===== config.mk =====
export PLATFORM = sky130hd
export DESIGN_NAME = drawing_priority_n
export DESIGN_NICKNAME = d
export VERILOG_FILES = /design/src/rtl/drawing_priority_n.sv
export SDC_FILE = /design/constraint.sdc
export NUM_CORES = 1
export LEC_CHECK = 0
export ABC_CLOCK_PERIOD_IN_PS = 800
export CORE_MARGIN = 2
export CORE_UTILIZATION = 59
export CTS_BUF_LIST = sky130_fd_sc_hd__clkbuf_2 sky130_fd_sc_hd__clkbuf_4 sky130_fd_sc_hd__clkbuf_8
export CTS_CLUSTER_DIAMETER = 120
export DETAILED_ROUTE_END_ITERATION = 12
export DONT_BUFFER_PORTS = 1
export MAX_ROUTING_LAYER = met4
export PLACE_DENSITY = 0.78
export SYNTH_ARGS = -nofsm -noshare
export SYNTH_HDL_FRONTEND = slang
export SYNTH_SLANG_ARGS = --single-unit

===== constraint.sdc =====
create_clock -name clk -period 0.8 [get_ports clk]
set_clock_uncertainty 0.15 [all_clocks]
set_input_delay 0.04 -clock clk [delete_from_list [all_inputs] [get_ports clk]]
set_output_delay 0.04 -clock clk [all_outputs]
set_load 0.02 [all_outputs]

===== src/rtl/drawing_priority_n.sv =====
// Priority compositor for N_LAYERS layers (layer 0 on top) with optional per-frame
// collision statistics, compiled only when DRAWING_COLLISION_EN is defined.
module drawing_priority_n #(
    parameter int N_LAYERS = 4,
    parameter int CW       = 4
) (
    input  logic                     clk,
    input  logic                     resetN,
    input  logic                     frame_start,
    input  logic [N_LAYERS-1:0]      layer_en,
    input  logic [N_LAYERS-1:0]      draw,
    input  logic [N_LAYERS*3*CW-1:0] rgb,
    input  logic [3*CW-1:0]          rgb_bg,
    output logic [CW-1:0]            Red_level,
    output logic [CW-1:0]            Green_level,
    output logic [CW-1:0]            Blue_level,
    output logic                     draw_any,
    output logic [2:0]               top_layer,
    output logic [N_LAYERS-1:0]      coll_live,
    output logic [N_LAYERS-1:0]      coll_frame,
    output logic [15:0]              coll_pixels,
    output logic                     coll_valid
);

    logic [N_LAYERS-1:0] active;
    logic [3*CW-1:0]     win_rgb;
    logic                win_any;
    logic [2:0]          win_idx;

    assign active = draw & layer_en;

    // Scan from the bottom layer upward so the lowest active index is the last to assign.
    always_comb begin
        win_rgb = rgb_bg;
        win_any = 1'b0;
        win_idx = 3'd0;
        for (int i = N_LAYERS - 1; i >= 0; i--) begin
            if (active[i]) begin
                win_rgb = rgb[i*3*CW +: 3*CW];
                win_any = 1'b1;
                win_idx = 3'(i);
            end
        end
    end

    always_ff @(posedge clk or negedge resetN) begin
        if (!resetN) begin
            Red_level   <= '0;
            Green_level <= '0;
            Blue_level  <= '0;
            draw_any    <= 1'b0;
            top_layer   <= 3'd0;
        end else begin
            Red_level   <= win_rgb[3*CW-1 -: CW];
            Green_level <= win_rgb[2*CW-1 -: CW];
            Blue_level  <= win_rgb[CW-1 -: CW];
            draw_any    <= win_any;
            top_layer   <= win_idx;
        end
    end

`ifdef DRAWING_COLLISION_EN
    logic [N_LAYERS-1:0] acc;
    logic [N_LAYERS-1:0] snap_flags;
    logic [15:0]         pix_cnt;
    logic [15:0]         snap_cnt;
    logic                snap_valid;
    logic                is_coll;

    // Clearing the lowest set bit leaves something only when two or more bits are set.
    assign is_coll = |(active & (active - N_LAYERS'(1)));

    always_ff @(posedge clk or negedge resetN) begin
        if (!resetN) begin
            acc        <= '0;
            pix_cnt    <= 16'd0;
            snap_flags <= '0;
            snap_cnt   <= 16'd0;
            snap_valid <= 1'b0;
        end else if (frame_start) begin
            snap_flags <= acc;
            snap_cnt   <= pix_cnt;
            snap_valid <= 1'b1;
            acc        <= is_coll ? active : '0;
            pix_cnt    <= is_coll ? 16'd1 : 16'd0;
        end else begin
            snap_valid <= 1'b0;
            if (is_coll) begin
                acc <= acc | active;
                if (pix_cnt != 16'hFFFF) begin
                    pix_cnt <= pix_cnt + 16'd1;
                end
            end
        end
    end

    assign coll_live   = acc;
    assign coll_frame  = snap_flags;
    assign coll_pixels = snap_cnt;
    assign coll_valid  = snap_valid;
`else
    logic unused_frame_start;

    assign unused_frame_start = frame_start;
    assign coll_live          = '0;
    assign coll_frame         = '0;
    assign coll_pixels        = 16'd0;
    assign coll_valid         = 1'b0;
`endif

endmodule


# Word level (Yosys, flattened, before mapping)
# Index checks and enable logic that the tools add are counted.
totals:
  word_cells: 18
  out_inout_bits: 41
  regBits: 16
op_classes:
  bitwise: 1
  mux: 12
ops:
  columns: ["op", "n"]
  rows:
  - ["$mux W12", 4]
  - ["$mux W3", 3]
  - ["$and A4 B4 Y4", 1]
  - ["$mux W1", 4]
  - ["$mux W2", 1]

# Longest topological paths before layout
logic_depth:
  word_depth: 5
  mapped_depth: 5

# Least setup slack after synthesis
# OpenSTA, ideal clock, no wires.
synth_timing:
  kind: "input to register"
  startpoint: "input draw[1]"
  endpoint: "register draw_any"
  arrival_ns: 0.723
  stages: 3
  path_slack_ns: -0.205
  t_required_ns: 0.519
  setup_ns: 0.131
  path_cell_list: "a22o_4 -> buf_6 -> or3_1"
synth_via:
  elab_chain_len: 3
synth_lines:
  columns: ["item", "line_no", "text"]
  rows:
  - ["start: declaration", "11", "input logic [N_LAYERS-1:0] draw,"]
  - ["$and A4 B4 Y4", "30", "assign active = draw & layer_en;"]
  - ["$mux W1 (2 in a row)", "38", "if (active[i]) begin"]
  - ["named net win_any", "27", "logic win_any;"]
  - ["end signal: assignment", "57", "draw_any <= win_any;"]
  - ["end: declaration", "17", "output logic draw_any,"]
# The timed path passes the listed nets, and every way through them passes these cells.

# Worst setup path in the final report
layout_timing:
  startpoint: "register Green_level[0]"
  endpoint: "output Green_level[0]"
layout_rtl:
  columns: ["item", "line_no", "text"]
  rows:
  - ["start: declaration", "15", "output logic [CW-1:0] Green_level,"]
  - ["start signal: assignment", "55", "Green_level <= win_rgb[2*CW-1 -: CW];"]
# No word-level cell between the ends.

==> results.json <==
{
  "hold_violations": 29,
  "hp-class": "input port to async pin",
  "drv_cap": 0,
  "row_count": 16,
  "share_comb_of_total_power": 0.294,
  "die-area_um2": 2530,
  "utilization": 0.688,
  "arrival_ns": 0.74,
  "ir_drop_v": 0.000873,
  "pwr_density_cell_nw_per_um2": 1520,
  "fin_crit_sh": 1.16,
  "crit_required_ns": 0.61,
  "routed_wl_um": 2930,
  "drc": 0,
  "cts_buffers": 3,
  "io_buffers": 0,
  "syn_to_final_growth_pct": 7.82,
  "grt_overflow": 0,
  "synth_cells": 122,
  "layout_common_cells": "conb_1, a221oi_2, inv_1, nand3_1, nor3_1",
  "fillers": 155,
  "p_sw_frac": 0.350,
  "gp_congestion": 0.619,
  "cts_tree": "done",
  "clockPowerShare": 0.220,
  "core_area_um2": 1980,
  "fin_hold_ws_ns": -0.298,
  "clk_pin_slew_ns": 0.09,
  "ys_warn_count": 0,
  "drtAntennaViolNets": 0,
  "worst_pin_slew_ns": 0.665,
  "drv_slew": 0,
  "end_kind": "output pin",
  "rsz0062_at_grt": "true",
  "yosysSeqAreaShare": 0.297,
  "ys_types": 21,
  "wl_per_cell_um": 18.3,
  "drive_above_1_share": 0.376,
  "status": "complete, but fails checks",
  "die_h_um": 50.3,
  "diodes": 0,
  "path_class": "register to output pin",
  "vias": 949,
  "start_util": 0.638,
  "tns_ns": -1.80,
  "crit_cells": 0,
  "p_int_mw": 1.35,
  "p_sw_mw": 0.724,
  "min_period_ns": 0.925,
  "grt_pass1_vias": 931,
  "die_w_um": 50.3,
  "antenna_found_initial": 0,
  "root_buffer": "clkbuf_4",
  "maxSlewHeadroom": 0.557,
  "violations": "hold timing, setup timing",
  "syn_area_um2": 1260,
  "grt_first_pass_wirelength_um": 4260,
  "cts_max_path_buffers": 2,
  "layout_setup_ws_ns": -0.125,
  "pin_count": 112,
  "drt-initial-drc-count": 22,
  "critPathLaunchType": "register",
  "dp_slack_ns": -0.249,
  "fin_total_pwr_mw": 2.07,
  "dp_hpwl_um": 2260,
  "layout_commonest_cell": "conb_1",
  "avgSynthCellArea_um2": 10.4,
  "drt-pass1-iter-count": 4,
  "power_frac_seq": 0.486,
  "fmax_mhz": 1080,
  "cts_hold_buf": 7,
  "final_net_count": 205,
  "grtUsageTotal": 0.230,
  "viasPerCell": 5.93,
  "cts_sinks": 15,
  "setup_violations": 16,
  "grt_max_degree": 26,
  "htreeDepth": 1,
  "cp_max_fo": 1,
  "p_leak_nw": 0.611,
  "ys_ff_latch": 15
}
layout make-up:
cell class                      count  area (µm²)  share of cell area
Timing Repair Buffer               17         218               0.160
Inverter                           12        45.0              0.0331
Multi-Input combinational cell     85         647               0.475
Clock buffer                        4        30.0              0.0220
Tap cell                           27        33.8              0.0248
Sequential cell                    15         389               0.286
cells in the mapped netlist:
master / number / area [µm²]
or3_1: 1 / 6.26
buf_6: 3 / 33.8
and2_4: 1 / 8.76
nor3_1: 12 / 60.1
conb_1: 1 / 3.75
and2_2: 1 / 7.51
and2_1: 1 / 6.26
clkbuf_1: 1 / 3.75
nor2_1: 1 / 3.75
buf_2: 2 / 10.0
a221oi_1: 3 / 26.3
a221oi_2: 21 / 315
a22o_4: 1 / 17.5
inv_1: 12 / 45.0
buf_12: 2 / 40.0
a22oi_4: 1 / 21.3
nand2_1: 3 / 11.3
dfrtp_1: 15 / 375
nand3_1: 12 / 60.1
buf_4: 27 / 203
a21oi_1: 1 / 5.00
flip-flops by register name (all words and copies together) (netlist names):
name         cells
Red_level        4
Blue_level       4
Green_level      4
top_layer        2
draw_any         1
per-stage QoR:
stage / cells / area [µm²]
2_1_floorplan: 147 / 1370
3_5_place_dp: 149 / 1240
5_1_grt: 160 / 1360
6_report: 160 / 1360
3_3_place_gp: 149 / 1240
4_1_cts: 160 / 1350
what timing repair did:
item | in CTS | in global routing
endpoints found under the setup margin | 15 | 33
buffers inserted | 0 | 0
pin swaps | 0 | 3
endpoints found under the hold margin | 30 | 29
resized for setup | 6 | 9
cells by family (layout without fill, tap and decap cells):
group / count (synthesis) / in the layout / share of synthesized area
buffers and inverters: 47 / 33 / 0.265
AO/OA/AOI/OAI: 27 / 27 / 0.305
flip-flops: 15 / 15 / 0.297
AND/OR/NAND/NOR: 32 / 32 / 0.130
other: 1 / 26 / 0.00297
path summary, 6_finish.rpt:
check	start	slack, ns	to
min in group clk	rgb[1]	-0.25	Blue_level[1]
max in group asynchronous	resetN	0.33	Blue_level[1]
hold / removal	resetN	-0.30	Red_level[0]
setup / recovery	Green_level[0]	-0.13	Green_level[0]
layer usage:
layer  vias to the layer above  routed length [µm]  global-route usage
met5                         -                   0                   -
met3                         6                 358              0.0387
met2                        83                1480               0.382
met1                       440                1040               0.272
li1                        420                   -                   -
met4                         0                  45               0.106
power groups by stage:
stage                     combinational (mW)  clock [mW]  sequential [mW]
after global routing                   0.659       0.509             1.01
after floorplan                        0.575           0            0.998
after global placement                 0.545           0             1.01
after CTS                              0.602       0.471             1.00
after detailed placement               0.561           0             1.01
final                                  0.609       0.455             1.01
Note: power is estimated with default switching activity, not from simulation.
